`config.mk`:
```
export PLATFORM = sky130hd
export DESIGN_NAME = sr_prog_ctrl
export DESIGN_NICKNAME = d
export VERILOG_FILES = /design/src/rtl/sr_prog_ctrl.sv
export SDC_FILE = /design/constraint.sdc
export NUM_CORES = 1
export LEC_CHECK = 0
export ABC_AREA = 1
export CAP_MARGIN = 10
export CORE_ASPECT_RATIO = 0.7
export CORE_UTILIZATION = 58
export DETAILED_ROUTE_END_ITERATION = 6
export PLACE_DENSITY_LB_ADDON = 0.08
export SLEW_MARGIN = 20
export SYNTH_ARGS = -nofsm -noshare
export SYNTH_HDL_FRONTEND = slang
export SYNTH_SLANG_ARGS = --single-unit
export TNS_END_PERCENT = 5
```
`constraint.sdc`:
```
create_clock -name clk -period 2.09 [get_ports clk]
set_clock_uncertainty 0.15 [all_clocks]
set_input_delay 0.209 -clock clk [delete_from_list [all_inputs] [get_ports clk]]
set_output_delay 0.209 -clock clk [all_outputs]
set_load 0.03 [all_outputs]
```
`src/rtl/sr_prog_ctrl.sv`:
```
// sr_prog_ctrl
// Bus-slave sequencer for the bit-serial configuration shift chain.
// Software pushes 32-bit words through a one-entry hold register. The block
// shifts them LSB-first into the chain until CHAIN_WIDTH bits have been sent,
// collects the bits falling out of the chain as readback words, and ends the
// session with a one-cycle latch strobe.
//
// Parameters:
//   CHAIN_WIDTH  chain length in bits per session (>= 1, < 65536)
//   CLK_DIV      clk cycles per shifted bit (>= 1)
//
// Ports:
//   clk, reset          system clock, synchronous active-high reset
//   valid / ready       bus request / one-cycle acknowledge
//   wstrb               nonzero = write, zero = read
//   addr                register select on addr[3:2]
//                       (0 CTRL, 1 STATUS, 2 DATA, 3 reserved)
//   wdata / rdata       write data / registered read data (valid with ready)
//   sr_sin, sr_sout     serial data to / from the chain
//   sr_shift_en         chain advances on a clk edge where this is 1
//   sr_latch            one-cycle update strobe after the last bit
//   irq                 only with SR_PROG_CTRL_IRQ_EN defined: set the cycle
//                       after sr_latch, cleared by a CTRL write with bit2=1
//
// Optional feature macro: SR_PROG_CTRL_IRQ_EN
module sr_prog_ctrl #(
   parameter int CHAIN_WIDTH = 164,
   parameter int CLK_DIV     = 4
) (
   input  logic        clk,
   input  logic        reset,
   input  logic        valid,
   output logic        ready,
   input  logic [3:0]  wstrb,
   input  logic [3:0]  addr,
   input  logic [31:0] wdata,
   output logic [31:0] rdata,
   output logic        sr_sin,
   input  logic        sr_sout,
   output logic        sr_shift_en,
   output logic        sr_latch
`ifdef SR_PROG_CTRL_IRQ_EN
   ,
   output logic        irq
`endif
);

   localparam int              DIV_W      = (CLK_DIV > 1) ? $clog2(CLK_DIV) : 1;
   localparam logic [DIV_W-1:0] DIV_LAST  = DIV_W'(CLK_DIV - 1);
   localparam logic [15:0]     CHAIN_BITS = 16'(CHAIN_WIDTH);

   typedef enum logic [1:0] {
      IDLE,
      WAIT_WORD,
      SHIFT,
      LATCH
   } state_t;

   state_t            state;
   state_t            next_state;

   logic [31:0]       hold_data;
   logic              hold_full;
   logic [31:0]       shift_reg;
   logic [31:0]       acc;
   logic [31:0]       readback;
   logic [4:0]        bit_idx;
   logic [4:0]        last_idx;
   logic [DIV_W-1:0]  divider;
   logic [15:0]       bits_remaining;
   logic              busy;
   logic              done;
   logic              aborted;

   logic              access;
   logic              is_write;
   logic [1:0]        reg_sel;
   logic              accept;
   logic              ctrl_wr;
   logic              start_req;
   logic              abort_req;
   logic              data_wr;
   logic              strobe_tick;
   logic              word_end;
   logic              load_word;
   logic [31:0]       read_value;
   logic              unused_bits;

   // Bus decode. A DATA write that finds the hold register occupied is simply
   // not accepted, so ready stays low until the sequencer drains the hold.
   // Abort is decoded from the live bus so it can veto a strobe in the very
   // cycle it is accepted.
   always_comb begin
      access      = valid && !ready;
      is_write    = |wstrb;
      reg_sel     = addr[3:2];
      accept      = access && !(is_write && (reg_sel == 2'd2) && hold_full);
      ctrl_wr     = accept && is_write && (reg_sel == 2'd0);
      start_req   = ctrl_wr && wdata[0];
      abort_req   = ctrl_wr && wdata[1];
      data_wr     = accept && is_write && (reg_sel == 2'd2);
      strobe_tick = (state == SHIFT) && (divider == DIV_LAST) && !abort_req;
      word_end    = strobe_tick && (bit_idx == last_idx);
      load_word   = (state == WAIT_WORD) && hold_full && !abort_req;
   end

   // Register read mux; writes and the write-only/reserved slots return zero.
   always_comb begin
      read_value = 32'd0;
      if (!is_write) begin
         case (reg_sel)
            2'd1:    read_value = {bits_remaining, 12'd0, aborted, hold_full, done, busy};
            2'd2:    read_value = readback;
            default: read_value = 32'd0;
         endcase
      end
   end

   // State register.
   always_ff @(posedge clk) begin
      if (reset) begin
         state <= IDLE;
      end else begin
         state <= next_state;
      end
   end

   // Next-state and chain pin decode. Abort overrides everything, including a
   // latch that would otherwise fire this cycle.
   always_comb begin
      next_state  = state;
      sr_shift_en = strobe_tick;
      sr_sin      = (state == SHIFT) ? shift_reg[0] : 1'b0;
      sr_latch    = (state == LATCH) && !abort_req;
      if (abort_req) begin
         next_state = IDLE;
      end else begin
         case (state)
            IDLE:      if (start_req) next_state = WAIT_WORD;
            WAIT_WORD: if (hold_full) next_state = SHIFT;
            SHIFT: begin
               if (word_end) begin
                  next_state = (bits_remaining == 16'd1) ? LATCH : WAIT_WORD;
               end
            end
            LATCH:     next_state = IDLE;
            default:   next_state = IDLE;
         endcase
      end
   end

   // Datapath: bus response, hold register, shift/readback registers and the
   // status flags. The readback word is built from the accumulator plus the
   // bit arriving on the final strobe, since that bit is not yet in acc.
   always_ff @(posedge clk) begin
      if (reset) begin
         ready          <= 1'b0;
         rdata          <= 32'd0;
         hold_data      <= 32'd0;
         hold_full      <= 1'b0;
         shift_reg      <= 32'd0;
         acc            <= 32'd0;
         readback       <= 32'd0;
         bit_idx        <= 5'd0;
         last_idx       <= 5'd0;
         divider        <= '0;
         bits_remaining <= 16'd0;
         busy           <= 1'b0;
         done           <= 1'b0;
         aborted        <= 1'b0;
      end else begin
         ready <= accept;
         rdata <= accept ? read_value : 32'd0;

         if (data_wr) begin
            hold_data <= wdata;
            hold_full <= 1'b1;
         end

         if (load_word) begin
            shift_reg <= hold_data;
            hold_full <= 1'b0;
            acc       <= 32'd0;
            bit_idx   <= 5'd0;
            divider   <= '0;
            last_idx  <= (bits_remaining >= 16'd32) ? 5'd31 : 5'(bits_remaining - 16'd1);
         end

         if ((state == SHIFT) && !abort_req) begin
            if (strobe_tick) begin
               divider        <= '0;
               shift_reg      <= {1'b0, shift_reg[31:1]};
               acc[bit_idx]   <= sr_sout;
               bit_idx        <= bit_idx + 5'd1;
               bits_remaining <= bits_remaining - 16'd1;
               if (word_end) begin
                  readback <= acc | (32'(sr_sout) << bit_idx);
               end
            end else begin
               divider <= divider + DIV_W'(1);
            end
         end

         if (start_req && !abort_req && (state == IDLE)) begin
            busy           <= 1'b1;
            done           <= 1'b0;
            aborted        <= 1'b0;
            bits_remaining <= CHAIN_BITS;
         end

         if (sr_latch) begin
            busy <= 1'b0;
            done <= 1'b1;
         end

         if (abort_req) begin
            hold_full <= 1'b0;
            busy      <= 1'b0;
            done      <= 1'b0;
            aborted   <= 1'b1;
         end
      end
   end

`ifdef SR_PROG_CTRL_IRQ_EN
   // Sticky completion interrupt; a new START leaves it alone so software must
   // acknowledge it explicitly. A latch in the same cycle as the clear wins.
   always_ff @(posedge clk) begin
      if (reset) begin
         irq <= 1'b0;
      end else begin
         if (ctrl_wr && wdata[2]) irq <= 1'b0;
         if (sr_latch) irq <= 1'b1;
      end
   end

   assign unused_bits = ^{addr[1:0], wdata[31:3]};
`else
   assign unused_bits = ^{addr[1:0], wdata[31:2]};
`endif

endmodule

```
Yosys cells after proc, flatten, opt, wreduce, memory -nomap -nowiden
Cells that the tools add are included.

storage, ports and cells
  output and inout port bits = 36
  memories = 0
  bits of input ports = 44
  word-level logic and storage cells = 105
  bits in latches = 0
  memory bits (read-only) = 0
  RAM bits = 0
  register bits = 195

cells by class
  add/subtract/negate cells = 3
  equal/unequal tests = 11
  multiply operators = 0
  div/mod/pow operators = 0
  bitwise logic cells = 2
  multiplexer cells = 30
  shift operators = 1
  order comparisons = 3
  reductions and logical operators = 39

operator list
  kind                                                                 count
  2-to-1 mux 32 bit                                                    7
  one-hot mux 32 bit (2 select lines)                                  1
  bitwise mux 32 bit                                                   1
  bitwise OR 32 bit                                                    1
  left shift 1 x 5 -> 32 bit                                           1
  2-to-1 mux 8 bit                                                     3
  2-to-1 mux 5 bit                                                     4
  logical AND 1 bit                                                    19
  == test 16 x 1 -> 1 bit (second input constant)                      1
  greater-or-equal comparator 16 x 6 -> 1 bit (second input constant)  1
  subtractor 16 x 1 -> 16 bit (second input constant)                  1
  2-to-1 mux 2 bit                                                     7
  nonzero test 2 bit                                                   5
  == test 2 bit (second input constant)                                4
  one-hot mux 2 bit (4 select lines)                                   1
  < comparator 5 x 6 -> 1 bit (second input constant)                  1
  inequality test 2 bit (second input constant)                        3
  AND reduction 3 bit                                                  2
  OR reduction 3 bit                                                   2
  OR reduction 6 bit                                                   1
  adder 5 x 1 -> 5 bit (second input constant)                         1
  demux 1 bit (select 5 bit)                                           1
  == test 5 bit                                                        1
  greater-or-equal comparator 5 x 1 -> 1 bit (second input constant)   1
  other kinds (9)                                                      19

Longest topological paths before layout
  depth in word-level cells = 15
  depth in mapped cells = 14
  gate-level depth less buffers = 11

Worst setup path after synthesis
Ideal clock, no wire load.

  kind = input port to flip-flop
  from = input port addr[2]
  to = register busy
  data required time = 1861 ps
  path slack = 318 ps
  stages on the path = 12
  data arrival time = 1543 ps
  library setup time = 79 ps
  path buffers = 3
  cell sequence = inv_1 > ha_1 > buf_2 > nand2_4 > nand3_4 > nor2_4 > nand2_4 > buf_6 > buf_6 > nand3_1 > inv_1 > nor3_1

on the way
  word-level cells in the longest chain between the ends = 11
  elaborated cells between the ends (all ways) = 15

RTL lines
  what                              line  text
  from (decl)                       35    input logic [3:0] addr,
  == test 2 bit                     97    accept = access && !(is_write && (reg_sel == 2'd2) && hold_full);
  logical AND 1 bit (2 in a row)    97
  logical NOT 1 bit                 97
  logical AND 1 bit                 97
  logical AND 1 bit                 98    ctrl_wr = accept && is_write && (reg_sel == 2'd0);
  logical AND 1 bit (*)             98
  logical AND 1 bit (*)             100   abort_req = ctrl_wr && wdata[1];
  logical NOT 1 bit (*)             134   sr_latch = (state == LATCH) && !abort_req;
  logical AND 1 bit (*)             134
  named net sr_latch                41    output logic sr_latch
  OR reduction 3 bit (no line) (*)  --
  to (signal assigned)              168   busy <= 1'b0;
  to (signal assigned)              205   busy <= 1'b1;
  to (signal assigned)              212   busy <= 1'b0;
  to (decl)                         71    logic busy;

The timed path passes the listed nets; every way through them passes the cells marked *.
A chain may end at the register's enable or synchronous reset.

Worst setup path in the final report
  from = register ready
  to = output port sr_shift_en

on the way
  word-level cells in the longest chain between the ends = 8

RTL lines
  what                            line  text
  from (decl)                     33    output logic ready,
  from (signal assigned)          172   ready <= accept;
  logical NOT 1 bit               94    access = valid && !ready;
  logical AND 1 bit               94
  logical AND 1 bit               97
  logical AND 1 bit (2 in a row)  98
  logical AND 1 bit               100
  logical NOT 1 bit               102   strobe_tick = (state == SHIFT) && (divider == DIV_LAST) && !abort_req;
  logical AND 1 bit               102
  to (decl)                       40    output logic sr_shift_en,

No other way between the ends.

==> results <==
- The flow ran to the end, and the final reports show no timing, DRC or antenna violations.
- The highest net fanout along the worst path is 22.
- The number of warning messages in the yosys log is 0.
- After synthesis, the cell types taking the most area are dfxtp_1 (44%), nand2_1 (15%), a21oi_1 (5.7%).
- In this run the horizontal extent of the chip is 150.2 microns.
- The number of instances on the worst hold path is 3.
- Among all flip-flop cells after synthesis, the most frequent one is dfxtp_1.
- The initial antenna violation count was 0.
- For the pin with the worst max-slew slack, the measured transition is 581.0 ps.
- The synthesized design contains 0 enable-type register cells.
- The number of storage elements in the synthesis netlist is 195.
- Counting cells, the worst reg-to-reg path comes to 6.
- The final critical-path share of the clock period is 98.12%.
- Summed over all layers, the global routing overflow is 0.
- The part of the Yosys area used for sequential elements is 43.80%.
- 80 I/O pins were placed.
- The critical path goes through nor2_4 > nand4_4 > nor2_8 > nor2_4 > buf_12 > buf_4.
- Data on the critical path is required at its endpoint by 1730 ps.
- The tool flagged a number of max-cap violations equal to 0.
- The critical path launch point type is a flop.
- For this design the ratio of total power to cell area is 696.3 mW/mm^2.
- The largest stage delay on the critical path is 340 ps.
- The clock input transition at the sequential cells of the worst setup and hold paths is 80 ps.
- The routed layout has 8339 vias.
- The critical path data arrival time is 1690 ps.
- Setup violations remaining at the end of the flow were counted as 0.
- The register-to-register setup slack is 180 ps.
- At the end of routability-driven placement, the weighted congestion stood at 0.9393.
- The worst register-to-register path ends at readback[7].
- The number of instances in the synthesized netlist is 1257.
- The number of antenna-violating nets in the routed design is 0.
- The switching share of total power is 25.67%.
- For this run, design rule violations remaining after detail routing come to 0.
- The floorplan step defined a die boundary enclosing 0.01587 sq mm.
- The post-synth net total is 1311.
- 0 antenna diodes ended up in the layout.
- The largest delay contributor family on the critical path is simple AND/OR/NAND/NOR gates.
- On the final layout, the worst hold slack is 230.2 ps.
- The nature of the critical path endpoint is a primary output.
- The detailed router finished its first iteration with 830 violations.
- The fraction of registers with async set/reset is 0%.
- The initial core utilization is 59.97%.
- The class of the most critical hold timing path is in -> reg.
- CTS built an H-tree with a depth of 4.
- The analysis attributes to cell leakage a power of 4.338 nW.
- The number of buffers inserted by port buffering is 77.
- Summed over its instances, the top area cell type makes up 43.80% of the synthesized netlist area.
- The mean instance size in the synthesized netlist is 7.090 sq um.
- The deepest clock path buffer count is 2.
- Buffers inserted during clock tree synthesis total 17.
- The most numerous cell type found on the critical path is nor2_4.
- The startpoint identified for the worst register-to-register timing path is bit_idx[0].
- The origin of the worst min-delay path is wdata[31].
- The shortest period the worst path allows is 2051 ps.
- The sequential cell fraction of total power is 50.4%.
- The portion of total power attributed to the clock network is 44.4%.
- The post-detailed-route via-to-cell ratio is 5.411.
- The via count of the first global-routing pass is 7344.
- The count of distinct cell types in the synthesized netlist is 37.
- The number of hold buffers added after CTS was 0.
- For this design the total switching power over the nets is 1.917 mW.
- By startpoint and endpoint, the worst setup path is classified as reg -> out.
- The worst setup margin is 39.34 ps.
- The routed length per instance is 14.81 microns.
- The number of clock sinks seen by CTS is 195.
- The first global-routing pass estimated 37.27 mm of wire.
- Headroom to the max-slew limit came out at 61.27%.
- For this run, the top clock speed supported by timing is 487.6 MHz.
- Of the total synthesized cell area, the portion taken by full adders, half adders and majority gates is 1.404%.
- The post-synthesis simple-gate area fraction is 31.19%.
- After synthesis, the largest family of logic cells by area is simple AND/OR/NAND/NOR gates.
- The worst hold endpoint is hold_data[31].
- The pre-CTS worst setup slack is -192.8 ps.
- The site row count is 37.
- TritonCTS built the clock tree.
- The critical path depth is 6.
- The internal power consumption is 5.551 mW.
- Before antenna repair, the detailed router went through 5 iterations.
- The net count of the finished layout is 1387.
- The worst-case IR drop observed on VDD is 0.0005861 V.
- The combinational group share of total power is 5.3%.
- The area of the placeable core is 0.01486 sq mm.
- The synthesized netlist devotes 12.83% of its cell area to compound gates.
- Summed over all layers, the routed wires come to 22.82 mm.
- The count of endpoints failing hold in the final timing report was 0.
- The number of buffers and inverters on the critical path is 2.
- The post-route total power is 7.468 mW.
- The synthesized netlist occupies a cell area of 0.008912 sq mm.
- The vertical die dimension is 105.7 microns.
- From synthesis to final layout, the design area changed by 20.34%.
- The global routing usage summed across all routing layers is 30.13%.
- Multiplexer cells account for 0% of the synthesized area.
- At the later pin of the worst-skew pair, clock insertion delay measures 440 ps.
- Summed over all instances, the cell type with the most area after synthesis is dfxtp_1.
- The number of slew-limit violations in the final report came to 0.
- The placed wire-length estimate is 15.36 mm.
- The slowest stage of the critical path is the dfxtp_2 cell.
- Of the cells placed in the final design, the portion with a size suffix greater than 1 is 9.733%.
- Summing the areas of all xor and xnor instances in the mapped netlist gives 1.671% of the synthesized area.
- The tree is rooted in a clkbuf_16.
- The pin count of the biggest net entering global routing is 57.
## power groups by stage
stage	logic (mW)	clock network [mW]	registers, mW
detailed placement	0.380	0	3.85
global placement	0.376	0	3.85
floorplan	0.207	0	3.85
global route	0.430	3.47	3.77
CTS	0.383	3.34	3.76
finish	0.392	3.31	3.76
## worst max-delay path by stage
stage	start	endpoint	slack, ps
4_1_cts	state[1]	sr_shift_en	-100
5_1_grt	ready	sr_shift_en	-3
6_report	ready	sr_shift_en	40
2_1_floorplan	addr[2]	busy	320
3_3_place_gp	addr[2]	hold_data[3]	-170
3_5_place_dp	addr[2]	hold_data[3]	-190
## per-stage QoR
step | setup TNS, ps | instances | utilization (%) | area [sq um]
after floorplan | 0 | 1257 | - | 8912
final | 0 | 1541 | 72.17 | 10730
after detailed placement | -19030 | 1506 | 67.74 | 10070
after global routing | -2.957 | 1541 | 72.17 | 10730
after global placement | -14830 | 1506 | 67.74 | 10070
after CTS | -109.5 | 1538 | 71.80 | 10670
## metal layers
layer,part of all wire [%],global-route usage (%)
met3,7.7,6.364
met1,49,45.37
met4,0.97,7.504
met2,43,43.12
met5,0,0
## cells by family after synthesis
kind of cell    after synthesis
simple gates                648
buf+inv                     177
xor+xnor                     17
compound gates              210
flops                       195
fa+ha+maj                    10
## placed cells by master, fill, tap and decap left out, types with 2 or more instances in the layout
cell and instances:
nand2_1 363, dfxtp_1 193, nor2_1 127, a21oi_1 101, nand3_1 89, inv_1 88, clkdlybuf4s50_1 72, buf_4 45
o21ai_0 44, nand4_1 34, o21ai_1 31, o21bai_1 26, clkbuf_16 17, nor3_1 14, buf_12 14, xor2_1 12
inv_2 11, ha_1 8, a31o_2 6, nor2_4 5, xnor2_1 5, inv_8 5, nor2_2 4, nand2_4 3
nand2_2 3, clkinv_8 3, ha_4 2, clkinv_4 2, inv_12 2, dfxtp_2 2, dlymetal6s2s_1 2
## cells in the mapped netlist (2+ instances only)
cell,instances
o21ai_1,31
nand4_1,34
nor3_1,14
nand3_1,89
inv_1,90
xor2_1,12
nand2_1,364
nor2_4,5
clkinv_1,2
buf_6,8
ha_1,10
nand2_4,3
inv_2,8
nand2_2,2
nor2_1,127
buf_4,7
a31o_2,6
a21oi_1,101
o21bai_1,26
o21ai_0,44
buf_2,25
dfxtp_1,195
xnor2_1,5
clkbuf_1,33
nor2_2,4
## area by class of cell
| class | instances | area, sq um |
|---|---|---|
| well taps | 195 | 244.0 |
| multi-input cells | 885 | 4225 |
| fillers | 1226 | 4135 |
| inverters | 100 | 375.4 |
| clock buffers | 17 | 425.4 |
| repair buffers | 134 | 1373 |
| clock inverters | 15 | 176.4 |
| flip-flops and latches | 195 | 3906 |
## timing repair
| action | CTS | global route |
|---|---|---|
| buffers inserted | 0 | 3 |
| hold endpoints to repair | 0 | 0 |
| gates resized for setup | 2 | 10 |
| pin swaps | 0 | 4 |
| endpoints found under the setup margin | 3 | 2 |
## worst register-to-register path, stage by stage (launching register included)
cell	delay (ps)
dfxtp_1	600
xnor2_1	180
nand2_1	90
nor2_2	160
buf_4	330
nand3_1	160
a21oi_1	180
No activity file was read; power rests on OpenSTA's default activity.
